## src/rtl/fp_mul_host.sv

```systemverilog
// fp_mul_host: parallel request/response front end for the byte-serial FP_MUL
// double-precision multiplier (16 operand bytes out, 8 result bytes back).
module fp_mul_host #(
  parameter int TIMEOUT = 64
) (
  input  logic        CLK,
  input  logic        RESET,
  input  logic        REQ_VALID,
  output logic        REQ_READY,
  input  logic [63:0] OP_A,
  input  logic [63:0] OP_B,
  output logic        RES_VALID,
  output logic [63:0] RESULT,
  output logic        TIMEOUT_ERR,
  output logic        ENABLE,
  output logic [7:0]  DATA_IN,
  input  logic [7:0]  DATA_OUT,
  input  logic        READY
);

  localparam logic [2:0] IDLE = 3'd0;
  localparam logic [2:0] SEND = 3'd1;
  localparam logic [2:0] WAIT = 3'd2;
  localparam logic [2:0] RECV = 3'd3;
  localparam logic [2:0] RESP = 3'd4;

  localparam int WCW = (TIMEOUT > 0) ? $clog2(TIMEOUT + 1) : 1;
  localparam logic [WCW-1:0] WAIT_LIMIT = WCW'(TIMEOUT);
  localparam logic [WCW-1:0] WAIT_ONE   = WCW'(1);
  localparam logic [63:0]    QNAN       = 64'h7FF8_0000_0000_0000;

  logic [2:0]     state;
  logic [3:0]     cnt;
  logic [3:0]     cnt_inc;
  logic [WCW-1:0] wait_cnt;
  logic [127:0]   operands;
  logic [63:0]    shadow;

  always_comb begin
    REQ_READY = (state == IDLE);
    cnt_inc   = cnt + 4'd1;
  end

  always_ff @(posedge CLK) begin
    if (RESET) begin
      state       <= IDLE;
      cnt         <= '0;
      wait_cnt    <= '0;
      operands    <= '0;
      shadow      <= '0;
      ENABLE      <= 1'b0;
      DATA_IN     <= '0;
      RES_VALID   <= 1'b0;
      TIMEOUT_ERR <= 1'b0;
      RESULT      <= '0;
    end else begin
      RES_VALID <= 1'b0;
      case (state)
        IDLE: begin
          if (REQ_VALID) begin
            operands <= {OP_B, OP_A};
            cnt      <= '0;
            ENABLE   <= 1'b1;
            DATA_IN  <= OP_A[7:0];
            state    <= SEND;
          end
        end
        SEND: begin
          // DATA_IN is registered, so the byte for the next count is loaded here.
          if (cnt == 4'd15) begin
            ENABLE   <= 1'b0;
            DATA_IN  <= '0;
            wait_cnt <= '0;
            state    <= WAIT;
          end else begin
            cnt     <= cnt_inc;
            DATA_IN <= operands[{cnt_inc, 3'b000} +: 8];
          end
        end
        WAIT: begin
          if (READY) begin
            shadow[7:0] <= DATA_OUT;
            cnt         <= 4'd1;
            state       <= RECV;
          end else if ((TIMEOUT != 0) && (wait_cnt == WAIT_LIMIT)) begin
            RESULT      <= QNAN;
            TIMEOUT_ERR <= 1'b1;
            RES_VALID   <= 1'b1;
            state       <= RESP;
          end else if (wait_cnt != '1) begin
            wait_cnt <= wait_cnt + WAIT_ONE;
          end
        end
        RECV: begin
          shadow[{cnt[2:0], 3'b000} +: 8] <= DATA_OUT;
          if (cnt == 4'd7) begin
            RESULT      <= {DATA_OUT, shadow[55:0]};
            TIMEOUT_ERR <= 1'b0;
            RES_VALID   <= 1'b1;
            state       <= RESP;
          end else begin
            cnt <= cnt_inc;
          end
        end
        RESP: begin
          cnt   <= '0;
          state <= IDLE;
        end
        default: state <= IDLE;
      endcase
    end
  end

endmodule

```

## config.mk

```make
export PLATFORM = sky130hd
export DESIGN_NAME = fp_mul_host
export DESIGN_NICKNAME = d
export VERILOG_FILES = /design/src/rtl/fp_mul_host.sv
export SDC_FILE = /design/constraint.sdc
export NUM_CORES = 1
export LEC_CHECK = 0
export ABC_AREA = 1
export CAP_MARGIN = 20
export CORE_ASPECT_RATIO = 1.4
export CORE_MARGIN = 3
export CORE_UTILIZATION = 45
export CTS_BUF_LIST = sky130_fd_sc_hd__clkbuf_8
export DETAILED_ROUTE_END_ITERATION = 6
export GPL_TIMING_DRIVEN = 1
export HOLD_SLACK_MARGIN = 0.1
export PLACE_DENSITY = 0.69
export REMOVE_ABC_BUFFERS = 1
export SLEW_MARGIN = 20
export SYNTH_ARGS = -nofsm -noshare
export SYNTH_HDL_FRONTEND = slang
export SYNTH_SLANG_ARGS = --single-unit
```

## constraint.sdc

```tcl
create_clock -name CLK -period 3.8 [get_ports CLK]
set_input_delay 1.14 -clock CLK [delete_from_list [all_inputs] [get_ports CLK]]
set_output_delay 1.14 -clock CLK [all_outputs]
set_load 0.005 [all_outputs]
```

==> run metrics, run 1 <==
CTS clk-pin slew, worst paths=0.06 ns; setup bufs post-CTS=0; Post-synth ARST share=0%; via count=10,900; CP Launch Type=flop; TritonRoute pass-1 iters=5; post-cts sizing count=0; Sink Count=273; Seq cells post-synth=273; unrepaired setup endpoints after global routing=no; Worst Path Arrival=1.93 ns; Synthesis Warnings=0; Hold Path Depth=2; utilization after layout=58.7%; drt total wl=33.1 mm; Largest stage delay, worst path=0.58 ns; Initial DRC Count=691; worst slew pin tran=0.938 ns; initial antenna violation count=0; syn_area_per_cell=7.34 µm²; Starting Density=46.0%; register area share after synthesis=47.8%; height of the die=195 µm; Synth cell types=30; TritonCTS Buffers=42; CTS Hold Bufs=0; Leak=5.82 nW; Worst EP required=2.66 ns; vias in the first global route=10,600; classification of the worst setup path=flop to output port; Critical Path End Type=output port; residual DRC count=0; Slowest cell on crit path=clkdlybuf4s50_1; # setup viols final=0; status=complete, no violations; hold_ws=0.446 ns; class of the worst hold path=flop to flop; die width=141 µm; Top Family by Delay on Critical Path=buffers and inverters; largest net degree at the start of global routing=105; htree depth=2; Antenna Nets Post-Route=0; met2 wire len=15.6 mm; total congestion overflow=0; Setup Skew=0.0204 ns; Worst-Skew Late Latency=0.54 ns; Post-DP HPWL=21.4 mm; worst r2r path cells=9; crit path cell chain=inv_1, nand2_1, nor2_1, clkdlybuf4s50_1; first-pass GRT wire length=53.6 mm; Post-Route Setup TNS=0 ns; area of the die=27,400 µm²; area delta synth->final=27.6%; Post-synth EDFFs=0; final hold vios=0; Mapped Cells=1,556; period utilisation layout=80.7%; CP Depth=4; worst path bufs/invs=2; dominant synthesized flop cell=dfxtp_1; DRT met1 WL=14.1 mm; min cycle time layout=3.07 ns; core footprint=24,800 µm²; CTS Root Cell=clkbuf_8; I/O Pins=216; GP Congestion=0.801; max layer used=met4; Slew Viols, Final=0; Max-Cap Viols=0; drt wl/cell=16.0 µm; VDD IR-drop max=0.393 mV; Power Dens Cells=617 nW/µm²; worst-path fanout max=5; all-layer global routing usage=23.6%; fin nets=1,866; port bufs=215; Slew HR=37.2%; FP Rows=68; TritonCTS clock tree=built; Routed met3 length=2.23 mm; CTS max path bufs=3; synthesized area=11,400 µm²; share of cells above drive strength 1=6.72%; Vias/cell=5.28; Fmax=0.326 GHz
[cells in the mapped netlist, types with 2 or more instances]
cell	count	area, µm²
o21ai_2	10	87.6
o21ai_0	257	1290
nand4_1	3	18.8
nand3_2	10	100
nand2_2	4	25.0
ha_1	5	62.6
buf_6	2	22.5
buf_1	11	41.3
nand3_1	174	871
a211oi_1	8	60.1
nand2_1	232	871
clkbuf_1	73	274
nor3_1	12	60.1
a21oi_1	191	956
buf_2	23	115
a22oi_1	2	15.0
inv_2	4	15.0
xor2_1	6	52.6
dfxtp_1	273	5470
inv_1	173	649
nor2_2	4	25.0
nor2_1	71	267
[per-stage QoR]
step | setup slack [ns] | area (µm²) | std cells | power, mW
final | 0.734 | 14600 | 2071 | 9.00
after global routing | 0.619 | 14600 | 2070 | 9.67
after CTS | 0.713 | 14600 | 2070 | 9.07
after detailed placement | 0.712 | 13700 | 1992 | 6.60
after global placement | 0.730 | 13700 | 1992 | 6.56
after floorplan | -1.96 | 10900 | 1445 | 5.55
[power breakdown]
part | total, mW | leakage [nW] | internal, mW | switching (mW)
sequential | 3.56 | 2.23 | 3.37 | 0.190
clock | 2.46 | 0.517 | 1.33 | 1.12
combinational | 2.98 | 3.07 | 1.01 | 1.97
[layer usage]
layer  vias up  GRT usage (%)
met5         -              0
met4         0           8.44
met3        66           3.64
met2       385           39.6
met1      5020           30.6
li1       5454              -
[final timing paths]
kind / slack [ns] / to / start
max: 0.73 / REQ_READY / state[0]
min: 0.45 / shadow[28] / shadow[28]
max reg2reg: 0.91 / shadow[13] / cnt[0]
min reg2reg: 0.45 / shadow[28] / shadow[28]
[tightest hold or removal path: cells and delay by family, from the launching register on]
family,cells,cell delay (ns)
flip-flops,1,0.31
buffers and inverters,1,0.05
AO/OA/AOI/OAI,1,0.05
[state kept, by name (all words and copies together) (netlist names)]
| register | flops |
|---|---|
| state | 3 |
| wait_cnt | 7 |
| operands | 128 |
| ENABLE | 1 |
| RESULT | 64 |
| TIMEOUT_ERR | 1 |
| shadow | 56 |
| RES_VALID | 1 |
| DATA_IN | 8 |
| cnt | 4 |
[cell type report]
cell class              instances  area [µm²]
well taps                     315         394
inverters                     179         678
flip-flops and latches        273        5470
clock buffers                  57         785
clock inverters                21        82.6
multi-input cells             993        4830
diodes                          1        2.50
fillers                      2268       10300
repair buffers                232        2340
[logic make-up (layout without fill, tap and decap cells)]
| kind of cell | count (synthesis) | after routing | share of synthesized area, % |
|---|---|---|---|
| AND/OR/NAND/NOR | 512 | 512 | 19.8 |
| AO/OA/AOI/OAI | 469 | 469 | 21.2 |
| buffers and inverters | 290 | 489 | 10.1 |
| flip-flops | 273 | 273 | 47.8 |
| XOR/XNOR | 7 | 7 | 0.537 |
| adder cells (fa/ha/maj) | 5 | 5 | 0.548 |
| other | 0 | 1 | 0 |
[cell usage in the layout (no fill, tap or decap)]
cell,count
a211oi_1,8
a21oi_1,191
a22oi_1,2
buf_12,5
buf_4,12
clkbuf_8,57
clkdlybuf4s50_1,215
clkinv_1,1
clkinv_2,4
dfxtp_1,272
dfxtp_2,1
diode_2,1
ha_1,5
inv_1,190
inv_2,4
inv_6,1
nand2_1,231
nand2_2,4
nand2_4,1
nand3_1,174
nand3_2,10
nand4_1,3
nor2_1,71
nor2_2,4
nor2_8,1
nor3_1,12
o21ai_0,257
o21ai_2,10
o21ai_4,1
or2_2,1
xnor2_2,1
xor2_1,5
xor2_2,1
Power figures use the tool's default switching activity.
==> run 2: changes to the inputs <==
clock period = 3.05 ns   (was 3.8 ns; I/O delays follow)
==> run 2 against run 1 <==
Net effect:
- first-iteration DRC count up 1.0%
- combinational power up 28%
- highest routed layer unchanged
- worst hold slack got worse by 0.0018 ns
- via count decreased by 0.18%
- clock skew is 0.0020 ns lower
- largest cell class unchanged
- die area unchanged
- largest power group unchanged
- worst setup slack worse by 0.55 ns
==> run metrics, run 2 (synthesized netlist as in run 1, its figures left out) <==
TritonCTS Buffers=43 (+2.4%); Biggest register=operands; worst slew pin tran=0.898 ns (-0.0403 ns); Slew Viols, Final=0 (unchanged); vias in the first global route=10,700 (+0.70%); Slew HR=39.9% (+2.7 points); GP Congestion=0.823 (+2.8%); worst-path fanout max=5 (unchanged); final hold vios=0 (unchanged); htree depth=2 (unchanged); residual DRC count=0 (unchanged); drt total wl=33.3 mm (+0.86%); drt wl/cell=16.1 µm (+0.62%); Worst Path Arrival=1.95 ns (+0.02 ns); most frequent cells in the layout=dfxtp_1, o21ai_0, nand2_1; status=complete, no violations; utilization after layout=58.8% (+0.13 points); max reg flops=128 (unchanged); Non-Filler Instances=2,076 (+0.24%); TritonRoute pass-1 iters=7 (+2); storage element area=5470 µm² (unchanged); Critical Path End Type=output port; TritonCTS clock tree=built; Tot Pwr=11.1 mW (+24%); Leak=5.82 nW (about the same); Power Dens Cells=763 nW/µm² (+24%); # setup viols final=0 (unchanged); Post-DP HPWL=21.7 mm (+1.4%); Vias/cell=5.25 (-0.42%); all-layer global routing usage=23.7% (+0.17 points); class of the worst hold path=flop to flop; post-cts sizing count=0 (unchanged); largest net degree at the start of global routing=88 (-16%); first-pass GRT wire length=54.0 mm (+0.64%); initial antenna violation count=1 (+1); CTS Hold Bufs=0 (unchanged); share of cells above drive strength 1=7.05% (+0.32 points); most common cell after layout, fill and taps aside=dfxtp_1; height of the die=195 µm (unchanged); crit path cell chain=inv_1, nand2_1, nor2_1, clkdlybuf4s50_1; Worst-Skew Late Latency=0.55 ns (about the same); global route hottest layer=met2; FP Rows=68 (unchanged); I/O Pins=216 (unchanged); Max-Cap Viols=0 (unchanged); fin nets=1,879 (+0.70%); Antenna Nets Post-Route=0 (unchanged); met2 GRT Util=39.5% (-0.11 points); port bufs=215 (unchanged); Sink Count=273 (unchanged); Slowest cell on crit path=clkdlybuf4s50_1; VDD IR-drop max=0.389 mV (-0.88%); classification of the worst setup path=flop to output port; setup bufs post-CTS=0 (unchanged); CTS max path bufs=3 (unchanged); routing usage on met1=30.8% (+0.14 points); area of the die=27,400 µm² (unchanged); via count=10,900 (-0.18%); period utilisation layout=94.1%; Largest stage delay, worst path=0.58 ns (about the same); Fmax=0.348 GHz; area delta synth->final=27.9%; total congestion overflow=0 (unchanged); CTS Root Cell=clkbuf_8; Starting Density=46.0% (unchanged); Fill cells=2,334 (+2.9%); Post-Route Setup TNS=0 ns (unchanged); die width=141 µm (unchanged); core footprint=24,800 µm² (unchanged); Multi-input gate area=4840 µm² (+0.23%); met3 GRT Util=3.79% (+0.15 points); Initial DRC Count=698 (+1.0%); CP Launch Type=flop; Setup Skew=0.0184 ns (-0.00199 ns); unrepaired setup endpoints after global routing=no; min cycle time layout=2.87 ns; Placed Cells=2,004 (+0.60%); Worst EP required=2.13 ns (-0.53 ns); CTS clk-pin slew, worst paths=0.07 ns (about the same); largest registers=operands x128, RESULT x64, shadow x56
-- run 2: cell count changes in the layout (fill, tap and decap cells not counted), sizes merged --
cell,previous run,this run
buf,17,29
inv,195,194
clkinv,5,3
clkinvlp,0,2
clkbuf,57,51
-- run 2: stage by stage --
stage | worst slack [ns] | hold WS (ns) | instance area (µm²)
after floorplan | -2.49 | 0.426 | 10900
after global placement | 0.517 | 0.433 | 13800
after detailed placement | 0.507 | 0.436 | 13800
after CTS | 0.182 | 0.446 | 14600
after global routing | 0.118 | 0.463 | 14600
final | 0.180 | 0.444 | 14600
-- run 2: metal layers --
layer  vias up  wire, µm
met1      5004     14300
met5         -         0
met2       357     15600
met3        78      2170
li1       5466         -
met4         0      1260
-- run 2: worst paths after layout --
check	slack, ns	start	cells after the start	endpoint
max reg2reg	0.69	cnt[2]	10	shadow[18]
max	0.18	state[0]	4	REQ_READY
min reg2reg	0.44	shadow[29]	2	shadow[29]
min	0.44	shadow[29]	2	shadow[29]
-- run 2: cell type report --
cell class | instances | area share, %
Antenna cell | 1 | 0.0171
Clock buffer | 51 | 4.80
Clock inverter | 20 | 0.574
Inverter | 179 | 4.64
Multi-Input combinational cell | 993 | 33.1
Sequential cell | 273 | 37.4
Tap cell | 315 | 2.70
Timing Repair Buffer | 244 | 16.7
-- run 2: power by group --
| group | leakage, nW | internal [mW] | total (mW) | switching, mW |
|---|---|---|---|---|
| logic | 3.13 | 1.32 | 3.82 | 2.51 |
| registers | 2.23 | 4.20 | 4.43 | 0.231 |
| clock network | 0.461 | 1.50 | 2.89 | 1.38 |
| total | 5.82 | 7.02 | 11.1 | 4.12 |
-- run 2: worst max-delay path: cells and delay by family (launching register included) --
kind	cells	cell delay, ns
buffers and inverters	2	0.67
flip-flops	1	0.35
AND/OR/NAND/NOR	2	0.40
==> run 3: changes to the inputs <==
ABC_AREA = not set   (was 1)
==> run 3 against run 2 <==
Net effect:
- count of clock-buffer cells in the layout is 4 higher
- register-to-register slack worse by 0.29 ns
- first-iteration DRC count is 39% lower
- critical path depth is 1 lower
- global-route usage is 3.3 points lower
- sequential power is 6.3% lower
- flip-flop and latch count stayed put
- via count is 20% lower
==> run metrics, run 3 <==
status=complete, no violations; via count=8,744 (-20%); register area share after synthesis=51.1% (+3.3 points); class of the worst hold path=flop to flop; combinational cell fraction of total power=24.7% (-9.6 points); vias in the first global route=8,309 (-22%); CTS clk-pin slew, worst paths=0.06 ns (about the same); total congestion overflow=0 (unchanged); Setup Skew=0.0129 ns (-0.00548 ns); Clock Power Share=31.6% (+5.7 points); Fmax=0.356 GHz (+2.1%); most common cell after layout, fill and taps aside=nand2_1; top cell type's share of synthesized area=51.1% (+3.3 points); Sink Count=273 (unchanged); largest registers=operands x128, RESULT x64, shadow x56; Initial DRC Count=429 (-39%); height of the die=188 µm (-3.2%); FP Rows=66 (-2.9%); Worst EP required=2.13 ns (about the same); largest net degree at the start of global routing=165 (+88%); Cell Int Power=6.62 mW (-5.7%); Power Dens Cells=676 nW/µm² (-11%); CTS Hold Bufs=0 (unchanged); Post-synth ARST share=0% (unchanged); global route hottest layer=met2; min cycle time layout=2.81 ns (-0.0594 ns); largest cells by area after synthesis=dfxtp_1, nand2_1, mux2i_1; Starting Density=45.9% (-0.086 points); met3 GRT Util=4.43% (+0.64 points); Net Switching=2.87 mW (-31%); CTS max path bufs=3 (unchanged); Vias/cell=5.20 (-1.1%); core footprint=23,300 µm² (-6.3%); fin nets=1,490 (-21%); VDD IR-drop max=0.362 mV (-6.9%); Seq cells post-synth=273 (unchanged); htree depth=2 (unchanged); Slew HR=53.0% (+13 points); CP Launch Type=flop; max reg flops=128 (unchanged); die width=136 µm (-3.1%); Synth cell types=52 (+73%); Leak=5.27 nW (-9.5%); drt wl/cell=15.8 µm (-1.9%); area delta synth->final=31.3%; Biggest register=operands; period utilisation layout=92.1% (-1.9 points); Worst Path Arrival=1.90 ns (-0.05 ns); area leader, netlist=dfxtp_1; Synthesis Warnings=0 (unchanged); worst slack, placed=0.0351 ns (-0.471 ns); post-cts sizing count=0 (unchanged); first-pass GRT wire length=42.4 mm (-21%); share of cells above drive strength 1=10.2% (+3.1 points); switching power share of the total=30.2% (-6.8 points); synthesized area=10,700 µm² (-6.4%); CTS Root Cell=clkbuf_8; Antenna Nets Post-Route=0 (unchanged); post-route worst setup slack=0.240 ns (+0.0594 ns); most numerous cell in the Yosys netlist=nand2_1; Tot Pwr=9.49 mW (-15%); Mapped Cells=1,146 (-26%); initial antenna violation count=0 (-1); final hold vios=0 (unchanged); drt total wl=26.5 mm (-20%); GP Congestion=0.786 (-4.5%); I/O Pins=216 (unchanged); Post-synth EDFFs=0 (unchanged); Post-DP HPWL=18.3 mm (-16%); setup bufs post-CTS=0 (unchanged); Slew Viols, Final=0 (unchanged); met2 GRT Util=34.4% (-5.2 points); dominant synthesized flop cell=dfxtp_1; # setup viols final=0 (unchanged); TritonCTS clock tree=built; hold_ws=0.452 ns (+0.00728 ns); classification of the worst setup path=flop to output port; routing usage on met1=26.4% (-4.4 points); Flop pwr share=43.7% (+3.9 points); area of the die=25,700 µm² (-6.2%); residual DRC count=0 (unchanged); worst slew pin tran=0.706 ns (-0.192 ns); Critical Path End Type=output port; syn_area_per_cell=9.33 µm² (+27%); Post-synth top cells=nand2_1, dfxtp_1, a21oi_1; worst-path fanout max=15 (+10); all-layer global routing usage=20.4% (-3.3 points); TritonRoute pass-1 iters=5 (-2); Worst-Skew Late Latency=0.53 ns (-0.02 ns); n_diodes=0 (-1); unrepaired setup endpoints after global routing=no; most frequent cells in the layout=nand2_1, dfxtp_1, clkdlybuf4s50_1; Max-Cap Viols=0 (unchanged); TritonCTS Buffers=42 (-2.3%); port bufs=215 (unchanged)
## run 3: through the flow
stage	setup TNS [ns]	area, µm²	util (%)	instances
final	0	14000	60.2	1683
after global routing	0	14000	60.2	1683
after CTS	0	14000	60.2	1683
after detailed placement	0	13200	56.6	1607
after global placement	0	13200	56.5	1606
after floorplan	-141.59	10400	-	1063
## run 3: path summary, 6_finish.rpt
| path | startpoint | to | slack, ns | cells after the start |
|---|---|---|---|---|
| setup / recovery | state[0] | REQ_READY | 0.24 | 3 |
| hold / removal | operands[110] | operands[110] | 0.45 | 2 |
| setup reg to reg | cnt[1] | shadow[35] | 0.40 | 8 |
| hold reg to reg | operands[110] | operands[110] | 0.45 | 2 |
## run 3: power groups by stage
stage	sequential (mW)	clock (mW)	combinational [mW]
after detailed placement	4.22	0	2.38
final	4.15	2.99	2.34
after floorplan	4.20	0	1.48
after global placement	4.21	0	2.35
after CTS	4.15	3.08	2.39
after global routing	4.20	3.25	2.59
## run 3: area by class of cell
class                           count  area [µm²]
Fill cell                        2064        9260
Sequential cell                   273        5470
Timing Repair Buffer              238        2410
Tap cell                          306         383
Inverter                            8        30.0
Clock inverter                     21        93.8
Clock buffer                       55         757
Multi-Input combinational cell    782        4890
## run 3: kinds of logic after synthesis
group | share of synthesized area, %
compound gates | 14.1
xor+xnor | 0.246
fa+ha+maj | 0.585
buf+inv | 3.43
flops | 51.1
mux | 13.7
simple gates | 16.8
## run 3: layer usage
metal / share of wire, % / routed length, µm
met1: 43 / 11300
met2: 49 / 12900
met3: 6.6 / 1760
met4: 2.0 / 523
met5: 0 / 0
## run 3: worst max-delay path, stage by stage (launching register included)
cell and delay (ns):
dfxtp_1 0.45, nor3_1 0.23, buf_4 0.17, clkdlybuf4s50_1 0.53
